`src/rtl/ahb_master_arbiter.sv`:
```
// Round-robin arbiter sharing one AHB3-Lite master port between several requesters.
// Address phases are buffered per master and issued one per bus-ready cycle.
module ahb_master_arbiter #(
   parameter int MASTERS = 2
) (
   input  logic        s_clk_i,
   input  logic        s_reset_i,
   input  logic [31:0] s_mhaddr_i  [MASTERS],
   input  logic [1:0]  s_mhtrans_i [MASTERS],
   input  logic        s_mhwrite_i [MASTERS],
   input  logic [2:0]  s_mhsize_i  [MASTERS],
   input  logic [31:0] s_mhwdata_i [MASTERS],
   output logic [31:0] s_mhrdata_o [MASTERS],
   output logic        s_mhready_o [MASTERS],
   output logic        s_mhresp_o  [MASTERS],
   output logic [31:0] s_shaddr_o,
   output logic [1:0]  s_shtrans_o,
   output logic        s_shwrite_o,
   output logic [2:0]  s_shsize_o,
   output logic [31:0] s_shwdata_o,
   input  logic [31:0] s_shrdata_i,
   input  logic        s_shready_i,
   input  logic        s_shresp_i
);

   localparam int SELMSB = (MASTERS < 2) ? 0 : $clog2(MASTERS) - 1;
   localparam int SELW   = SELMSB + 1;

   typedef enum logic [1:0] {
      ST_IDLE = 2'd0,
      ST_PEND = 2'd1,
      ST_DATA = 2'd2
   } st_t;

   st_t              r_st     [MASTERS];
   st_t              w_st_nxt [MASTERS];
   logic [31:0]      r_paddr  [MASTERS];
   logic             r_pwrite [MASTERS];
   logic [2:0]       r_psize  [MASTERS];
   logic             w_rdy    [MASTERS];
   logic             w_own    [MASTERS];
   logic             w_cap    [MASTERS];
   logic [SELMSB:0]  r_downer;
   logic [SELMSB:0]  r_last;
   logic             r_dactive;
   logic [SELMSB:0]  w_win;
   logic             w_any;
   logic             w_issue;
   int               w_idx;

   // Search from the master after the last grant; lowest offset wins.
   always_comb begin
      w_any = 1'b0;
      w_win = '0;
      w_idx = 0;
      for (int i = MASTERS; i >= 1; i--) begin
         w_idx = (int'(r_last) + i) % MASTERS;
         if (r_st[w_idx] == ST_PEND) begin
            w_any = 1'b1;
            w_win = w_idx[SELMSB:0];
         end
      end
   end

   assign w_issue = s_shready_i & w_any;

   always_comb begin
      for (int m = 0; m < MASTERS; m++) begin
         w_own[m] = (r_st[m] == ST_DATA) && r_dactive
                    && (int'(r_downer) == m);
         w_rdy[m] = (r_st[m] == ST_IDLE) || (w_own[m] && s_shready_i);
         w_cap[m] = w_rdy[m] && (s_mhtrans_i[m] == 2'd2);
         s_mhready_o[m] = w_rdy[m];
         s_mhresp_o[m]  = w_own[m] ? s_shresp_i : 1'b0;
         s_mhrdata_o[m] = w_own[m] ? s_shrdata_i : 32'd0;
      end
   end

   always_comb begin
      for (int m = 0; m < MASTERS; m++) begin
         w_st_nxt[m] = r_st[m];
         if (w_rdy[m]) begin
            w_st_nxt[m] = w_cap[m] ? ST_PEND : ST_IDLE;
         end
         if (w_issue && (int'(w_win) == m)) begin
            w_st_nxt[m] = ST_DATA;
         end
      end
   end

   always_comb begin
      s_shtrans_o = 2'd0;
      s_shaddr_o  = 32'd0;
      s_shwrite_o = 1'b0;
      s_shsize_o  = 3'd0;
      if (w_issue) begin
         s_shtrans_o = 2'd2;
         s_shaddr_o  = r_paddr[w_win];
         s_shwrite_o = r_pwrite[w_win];
         s_shsize_o  = r_psize[w_win];
      end
   end

   assign s_shwdata_o = s_mhwdata_i[r_downer];

   always_ff @(posedge s_clk_i) begin
      if (s_reset_i) begin
         for (int m = 0; m < MASTERS; m++) begin
            r_st[m]     <= ST_IDLE;
            r_paddr[m]  <= 32'd0;
            r_pwrite[m] <= 1'b0;
            r_psize[m]  <= 3'd0;
         end
         r_downer  <= '0;
         r_dactive <= 1'b0;
         r_last    <= SELW'(MASTERS - 1);
      end else begin
         for (int m = 0; m < MASTERS; m++) begin
            r_st[m] <= w_st_nxt[m];
            if (w_cap[m]) begin
               r_paddr[m]  <= s_mhaddr_i[m];
               r_pwrite[m] <= s_mhwrite_i[m];
               r_psize[m]  <= s_mhsize_i[m];
            end
         end
         // Ownership only moves on a bus-ready cycle.
         if (s_shready_i) begin
            if (w_any) begin
               r_downer  <= w_win;
               r_dactive <= 1'b1;
               r_last    <= w_win;
            end else begin
               r_dactive <= 1'b0;
            end
         end
      end
   end

endmodule
```
`config.mk`:
```
export PLATFORM = sky130hd
export DESIGN_NAME = ahb_master_arbiter
export DESIGN_NICKNAME = d
export VERILOG_FILES = /design/src/rtl/ahb_master_arbiter.sv
export SDC_FILE = /design/constraint.sdc
export NUM_CORES = 1
export LEC_CHECK = 0
export ABC_AREA = 1
export CAP_MARGIN = 20
export CORE_AREA = 2 2 122 124
export DETAILED_ROUTE_END_ITERATION = 12
export DIE_AREA = 0 0 124 126
export PLACE_DENSITY = 0.81
export REMOVE_ABC_BUFFERS = 1
export SLEW_MARGIN = 40
export SYNTH_ARGS = -nofsm -noshare
export SYNTH_HDL_FRONTEND = slang
export SYNTH_SLANG_ARGS = --single-unit
```
`constraint.sdc`:
```
create_clock -name s_clk_i -period 3.1 [get_ports s_clk_i]
set_input_delay 0.93 -clock s_clk_i [delete_from_list [all_inputs] [get_ports s_clk_i]]
set_output_delay 0.93 -clock s_clk_i [all_outputs]
set_load 0.1 [all_outputs]
```
**Word-level counts from Yosys, hierarchy flattened**

Memories as Yosys holds them, arrays and structs flattened.
Cells that the tools add are included.

- Add/sub/neg operators: 2
- Multipliers: 0
- Div/mod/pow operators: 0
- Magnitude comparators: 1
- Equal/unequal tests: 6
- Shift operators: 0
- Muxes and demuxes: 39
- Bitwise gates (word level): 12
- Reductions and logical operators: 15

Operators with widths:

| kind | number |
|---|---|
| $mux 32 | 8 |
| $mux 1 | 21 |
| $mux 2 | 7 |
| $logic_and 1x1->1 | 10 |
| $mux 3 | 3 |
| $eq 2x2->1 const B | 4 |
| $or 1x1->1 | 8 |
| $eq 2x1->1 const B | 2 |
| $logic_not 2->1 | 2 |
| $add 1x1->1 const B | 2 |
| $ge 2x2->1 const B | 1 |
| $logic_or 1x1->1 | 2 |
| $not 1->1 | 2 |
| $not 1->2 | 1 |
| $reduce_and 2->1 | 1 |
| $and 1x1->1 | 1 |

- Bits in registers: 3
- Latch bits: 0
- Memory bits (writable): 76
- ROM bits: 0
- Word-level logic and storage cells: 82
- Memories kept: 4

Memories:

| name | words | bits a word | rd ports | clocked after Yosys merged registers in | write ports | RTL line | source |
|---|---|---|---|---|---|---|---|
| r_paddr | 2 | 32 | 1 | 0 | 2 | 37 | `logic [31:0] r_paddr [MASTERS];` |
| r_psize | 2 | 3 | 1 | 0 | 2 | 39 | `logic [2:0] r_psize [MASTERS];` |
| r_st | 2 | 2 | 4 | 0 | 2 | 35 | `st_t r_st [MASTERS];` |
| r_pwrite | 2 | 1 | 1 | 0 | 2 | 38 | `logic r_pwrite [MASTERS];` |

**Depth between registers and ports, before layout**

Gate-level depths: netlist of run 1.

- Depth after elaboration: 10
- Mapped depth: 8

**Worst setup path after synthesis of run 1**

No wires, ideal clock.

- Path type: input to output
- Start point: in s_shready_i
- End point: out s_shaddr_o[11]
- Data arrival time: 3.290 ns
- Required time: 2.170 ns
- Setup slack: -1.120 ns
- Stages: 3
- Buffers on the path: 1
- Path through: nand3_1 clkbuf_1 o21ai_0

- Longest elaborated chain between the ends: 2

Ends and longest elaborated chain:

| element | RTL line | source |
|---|---|---|
| start: declaration | 22 | `input logic s_shready_i,` |
| $and 1x1->1 | 65 | `assign w_issue = s_shready_i & w_any;` |
| $mux 32 | 96 | `if (w_issue) begin` |
| end: declaration | 16 | `output logic [31:0] s_shaddr_o,` |

No other way between the ends.

**Worst setup path in the final report of run 1**

- Start point: in s_shready_i
- End point: out s_shaddr_o[18]

Same word-level chain as after synthesis.

==> results_dict.tcl, run 1 <==
set metrics [dict create \
    status "completed" \
    synth_area_sq_mm 0.00494 \
    drc 0 \
    vias_per_cell 4.51 \
    hold_class "flop to flop" \
    tns_ns 0 \
    port-buffer-count 312 \
    ctsHoldBuffers 0 \
    crit_arrival_ns 2.11 \
    synthTopCellsByCount "nand2_1, inv_1, edfxtp_1, nor2_1, a21oi_2" \
    whs_ns 0.506 \
    die_w_um 124 \
    drive_above_1_share_pct 28.5 \
    rsz0062_at_grt "yes" \
    p_per_area_mw_per_mm2 397 \
    drtAntennaViolNets 0 \
    pin_count 314 \
    cts-root-buf "clkbuf_16" \
    setup_violations 0 \
    yosysTopAreaCellShare_pct 43.8 \
    postCtsSetupRepairBufs 0 \
    finalPower_mw 3.98 \
    firstDrtPassIters 4 \
    worstRegToRegCells 7 \
    synth_top_cells_by_area "edfxtp_1, a21oi_2, nand2_1, inv_1, nor2_1" \
    initial_core_util_pct 34.5 \
    ys_seq_elements 80 \
    yosysMostFrequentCell "nand2_1" \
    dpl.hpwl_um 14500 \
    fp.dieH_um 126 \
    nets 1110 \
    cts_resized 12 \
    yosysWarnings 0 \
    die_area_sq_mm 0.0156 \
    hold_start "r_st[1][0]$_SDFFE_PP0P_" \
    yosys.area.top_type "edfxtp_1" \
    crit_type "primary input to output pin" \
    cts_num_sinks 80 \
    timing.rr.end "r_paddr[0][2]$_SDFFCE_PN0P_" \
    synth_cell_types 23 \
    grt-ovfl-total 0 \
    p_leak_nw 4.43 \
    cap_violations 0 \
    numCtsBuffers 9 \
    grt_pass1_wl_um 27300 \
    cts_tree "built" \
    postSynthAreaPerCell_sq_um 7.91 \
    holdPathStages 2 \
    r2r_slack_ns 1.22 \
    finalHoldViolations 0 \
    finClkSkew_ns 0.00889 \
    post-place-ws_ns -0.246 \
    finalWirelength_um 18200 \
    worstSetupEndpointType "output pin" \
    max_freq_ghz 0.329 \
    min_to "r_st[1][0]$_SDFFE_PP0P_" \
    antenna_found_initial 1 \
    netlist_instances 624 \
    ys.flop_type "edfxtp_1" \
    r2r-start "r_downer$_SDFFE_PP0P_" \
    grt_pass1_vias 5122 \
    vias 5069 \
    h-tree-depth 3 \
    path_max_fanout 9 \
    area_growth_pct 103 \
    min_period_over_period_pct 98.0 \
    fillers 1009 \
    coreArea_sq_mm 0.0143 \
    ir_drop_mv 0.327 \
    cp.required_ns 2.17 \
    synth_edf_count 72 \
    ys_seq_area_share_pct 47.0 \
    async_reset_ff_share_pct 0 \
    path_clk_slew_ns 0.05 \
    grt_max_degree 35 \
    fin_ws_ns 0.0608 \
    gp_congestion 0.822 \
    clk_latency_ns 0.34 \
    grt.total_usage_pct 23.0 \
    crit_path_start_kind "primary input" \
    drv_slew 0 \
    fp-row-count 44 \
    clockBufferDepth 2 \
    first_iter_violations 277 \
    period_needed_ns 3.04 \
    wl_per_cell_um 16.2 \
]
==> cells by family after synthesis <==
group / count (synthesis) / synth area share [%]
AND/OR/NAND/NOR: 239 / 19.5
AO/OA/AOI/OAI: 114 / 16.9
buffers and inverters: 190 / 16.5
other: 1 / 0.0760
flip-flops: 80 / 47.0
==> power breakdown <==
| part | internal (mW) | switching (mW) |
|---|---|---|
| clock network | 0.533 | 0.418 |
| registers | 1.29 | 0.0339 |
| logic | 0.654 | 1.05 |
| total | 2.47 | 1.50 |
==> final cells by class <==
class / instances / area [sq um] / area share, %
repair buffers: 335 / 4790 / 47.8
flip-flops and latches: 80 / 2320 / 23.2
multi-input cells: 354 / 1830 / 18.3
inverters: 154 / 581 / 5.79
well taps: 184 / 230 / 2.30
clock buffers: 9 / 225 / 2.25
clock inverters: 7 / 38.8 / 0.387
diodes: 1 / 2.50 / 0.0250
==> sequential cells by signal, indices dropped and copies added (netlist names), named ones only <==
| register | cells |
|---|---|
| r_pwrite | 2 |
| r_downer | 1 |
| r_last | 1 |
| r_psize | 6 |
| r_paddr | 64 |
| r_st | 4 |
| r_dactive | 1 |
==> worst max-delay path: stages <==
cell	delay [ns]
dlygate4sd2_1	0.27
nand4_2	0.13
inv_2	0.10
buf_4	0.18
nand2_1	0.07
o21ai_0	0.08
bufbuf_16	0.34
==> layer usage <==
layer  wire length [um]  up-vias  GRT usage (%)
li1                   -     2512              -
met1               6390     2324           25.4
met2               9780      210           42.7
met3               1680       23           6.97
met4                316        0           5.49
met5                  0        -              0
==> layout by cell type (no fill, tap or decap) <==
master / synthesis / layout
a21oi_1: 7 / 7
a21oi_2: 70 / 70
buf_12: 0 / 145
buf_4: 11 / 14
bufbuf_16: 0 / 1
clkbuf_16: 0 / 9
clkdlybuf4s50_1: 0 / 174
clkinv_1: 0 / 1
clkinv_2: 0 / 4
clkinvlp_4: 0 / 2
conb_1: 1 / 1
dfxtp_1: 8 / 8
diode_2: 0 / 1
dlygate4sd2_1: 0 / 1
edfxtp_1: 72 / 72
inv_1: 149 / 149
inv_2: 4 / 4
inv_4: 1 / 1
nand2_1: 151 / 149
nand2_2: 2 / 4
nand3_1: 6 / 5
nand3_2: 1 / 2
nand3_4: 2 / 2
nand4_2: 1 / 1
nor2_1: 72 / 72
nor2_2: 3 / 3
o21ai_0: 9 / 5
o21ai_1: 28 / 26
o21ai_2: 0 / 6
or2_1: 1 / 1
==> through the flow <==
stage / utilization, % / instances / area (sq um)
after floorplan: - / 588 / 4700
after global placement: 67.9 / 1107 / 9720
after detailed placement: 67.9 / 1107 / 9720
after CTS: 70.0 / 1123 / 10000
after global routing: 70.0 / 1124 / 10000
final: 70.0 / 1124 / 10000
==> how the worst max path moves through the flow <==
stage	start	to	slack, ns	cells past startpoint
after global placement	s_shready_i	s_shaddr_o[28]	-0.17	7
final	s_shready_i	s_shaddr_o[18]	0.06	7
after detailed placement	s_shready_i	s_shaddr_o[13]	-0.25	5
after global routing	s_shready_i	s_shaddr_o[18]	-0.0008	7
after floorplan	s_shready_i	s_shaddr_o[11]	-1.78	2
after CTS	s_shready_i	s_shaddr_o[18]	0.05	7
(Power assumes the default switching activity.)
==> run 2, diff against run 1 <==
--- a/config.mk
+++ b/config.mk
@@ -7,10 +7,11 @@
 export LEC_CHECK = 0
 export ABC_AREA = 1
 export CAP_MARGIN = 20
-export CORE_AREA = 2 2 122 124
+export CORE_MARGIN = 5
+export CORE_UTILIZATION = 37
+export CTS_CLUSTER_SIZE = 40
 export DETAILED_ROUTE_END_ITERATION = 12
-export DIE_AREA = 0 0 124 126
-export PLACE_DENSITY = 0.81
+export PLACE_DENSITY = 0.85
 export REMOVE_ABC_BUFFERS = 1
 export SLEW_MARGIN = 40
 export SYNTH_ARGS = -nofsm -noshare
==> run 2 against run 1 <==
  * Power up 4.0%
  * Wire length increased by 10%
  * Non-clock buffer count rose by 2
  * Clock skew fell by 0.0017 ns
  * Clock power grew 16%
  * Sequential share of layout area decreased by 0.098 points
  * First-iteration DRC count increased by 23%
  * Sequential power barely moved
  * Register-to-register slack improved by 0.19 ns
==> results_dict.tcl, run 2 (synthesis gave the netlist of run 1 again) <==
set metrics [dict create \
    status "completed" \
    worstRegToRegCells 7 \
    nets 1112 \
    coreArea_sq_mm 0.0131 \
    drc 0 \
    regMostFlops "r_paddr" \
    vias_per_cell 4.68 \
    worstSetupEndpointType "output pin" \
    hold_start "r_dactive$_SDFFE_PP0P_" \
    path_clk_slew_ns 0.05 \
    holdPathStages 2 \
    grt.total_usage_pct 24.9 \
    ctsHoldBuffers 0 \
    timing.rr.end "r_paddr[1][17]$_SDFFCE_PN0P_" \
    dpl.cell_count 1100 \
    cp.required_ns 2.17 \
    crit_type "primary input to output pin" \
    whs_ns 0.485 \
    area_growth_pct 104 \
    antenna_found_initial 1 \
    drtAntennaViolNets 0 \
    drive_above_1_share_pct 28.6 \
    r2r-start "r_downer$_SDFFE_PP0P_" \
    drv_slew 0 \
    ir_drop_mv 0.330 \
    gp_congestion 0.956 \
    crit_path_start_kind "primary input" \
    clockBufferDepth 2 \
    r2r_slack_ns 1.41 \
    rsz0062_at_grt "no" \
    cts_num_sinks 80 \
    fin_ws_ns 0.0781 \
    reg.largest.list "r_paddr x64, r_psize x6, r_st x4" \
    grt-ovfl-total 0 \
    grt_pass1_vias 5472 \
    cts_tree "built" \
    mostFrequentLayoutCells "clkdlybuf4s50_1, nand2_1, inv_1, buf_12" \
    finalWirelength_um 20000 \
    finClkSkew_ns 0.00715 \
    cts-root-buf "clkbuf_16" \
    hold_class "flop to flop" \
    wl_per_cell_um 17.9 \
    min_period_over_period_pct 97.5 \
    finalHoldViolations 0 \
    fp-row-count 42 \
    max_freq_ghz 0.331 \
    setup_violations 0 \
    final_common_cell "clkdlybuf4s50_1" \
    fin_cells 1117 \
    clk_latency_ns 0.33 \
    period_needed_ns 3.02 \
    path_max_fanout 9 \
    final_area_sq_mm 0.0101 \
    initial_core_util_pct 37.6 \
    port-buffer-count 312 \
    min_to "r_dactive$_SDFFE_PP0P_" \
    post-place-ws_ns -0.267 \
    largest_register_ffs 64 \
    grt_max_degree 57 \
    pin_count 314 \
    h-tree-depth 3 \
    grt_pass1_wl_um 30700 \
    numCtsBuffers 9 \
    dpl_cell_area_sq_mm 0.00968 \
    dpl.hpwl_um 15800 \
    cap_violations 0 \
    vias 5226 \
    p_per_area_mw_per_mm2 411 \
    p_leak_nw 4.46 \
    die_area_sq_mm 0.0158 \
    first_iter_violations 342 \
    crit_arrival_ns 2.09 \
    firstDrtPassIters 4 \
    die_w_um 126 \
    fp.dieH_um 126 \
]
-- run 2: cell count changes in the layout (fill, tap and decap cells not counted), moves of 3 or more --
cell and change:
clkinv_2 -3, o21ai_2 +5, o21ai_1 -8, o21ai_0 +3, buf_4 +3
-- run 2: worst max-delay path: stages --
cell             delay, ns
clkdlybuf4s15_1       0.22
nand4_2               0.13
inv_4                 0.13
bufbuf_16             0.27
nand2_1               0.09
o21ai_2               0.11
buf_12                0.20
-- run 2: how the worst max path moves through the flow --
stage,start,to,slack (ns),cells after the start
floorplan,s_shready_i,s_shaddr_o[11],-1.78,2
global placement,s_shready_i,s_shaddr_o[24],-0.18,6
detailed placement,s_shready_i,s_shaddr_o[27],-0.27,6
CTS,s_shready_i,s_shaddr_o[2],0.02,7
global route,s_shready_i,s_shaddr_o[2],0.02,7
finish,s_shready_i,s_shaddr_o[2],0.08,7
-- run 2: final cells by class --
cell class / instances / area (sq um)
flip-flops and latches: 80 / 2320
repair buffers: 337 / 4790
clock buffers: 10 / 229
inverters: 154 / 583
clock inverters: 5 / 72.6
diodes: 1 / 2.50
well taps: 176 / 220
fillers: 803 / 3070
multi-input cells: 354 / 1840
-- run 2: stage by stage --
step           utilization, %  power (mW)  TNS (ns)
2_1_floorplan               -        2.26    -98.15
3_3_place_gp             73.7        3.02     -4.58
3_5_place_dp             73.7        3.04     -5.33
4_1_cts                  76.6        4.15         0
5_1_grt                  76.6        4.28         0
6_report                 76.6        4.14         0
-- run 2: repair_timing --
action,in CTS,in global routing
cloned,1,0
pin swaps,0,1
buffers inserted,0,0
resized for setup,12,3
endpoints found under the setup margin,36,11
-- run 2: report_power, final --
| part | switching (mW) | internal (mW) | total, mW |
|---|---|---|---|
| Sequential | 0.0345 | 1.29 | 1.32 |
| Combinational | 1.06 | 0.655 | 1.72 |
| Clock | 0.403 | 0.694 | 1.10 |
-- run 2: layer usage --
layer	track usage, %	wire length (um)	up-vias
met5	0	0	-
met3	6.40	1670	38
met2	44.0	10400	263
met1	29.6	7450	2413
met4	7.65	522	0
li1	-	-	2512
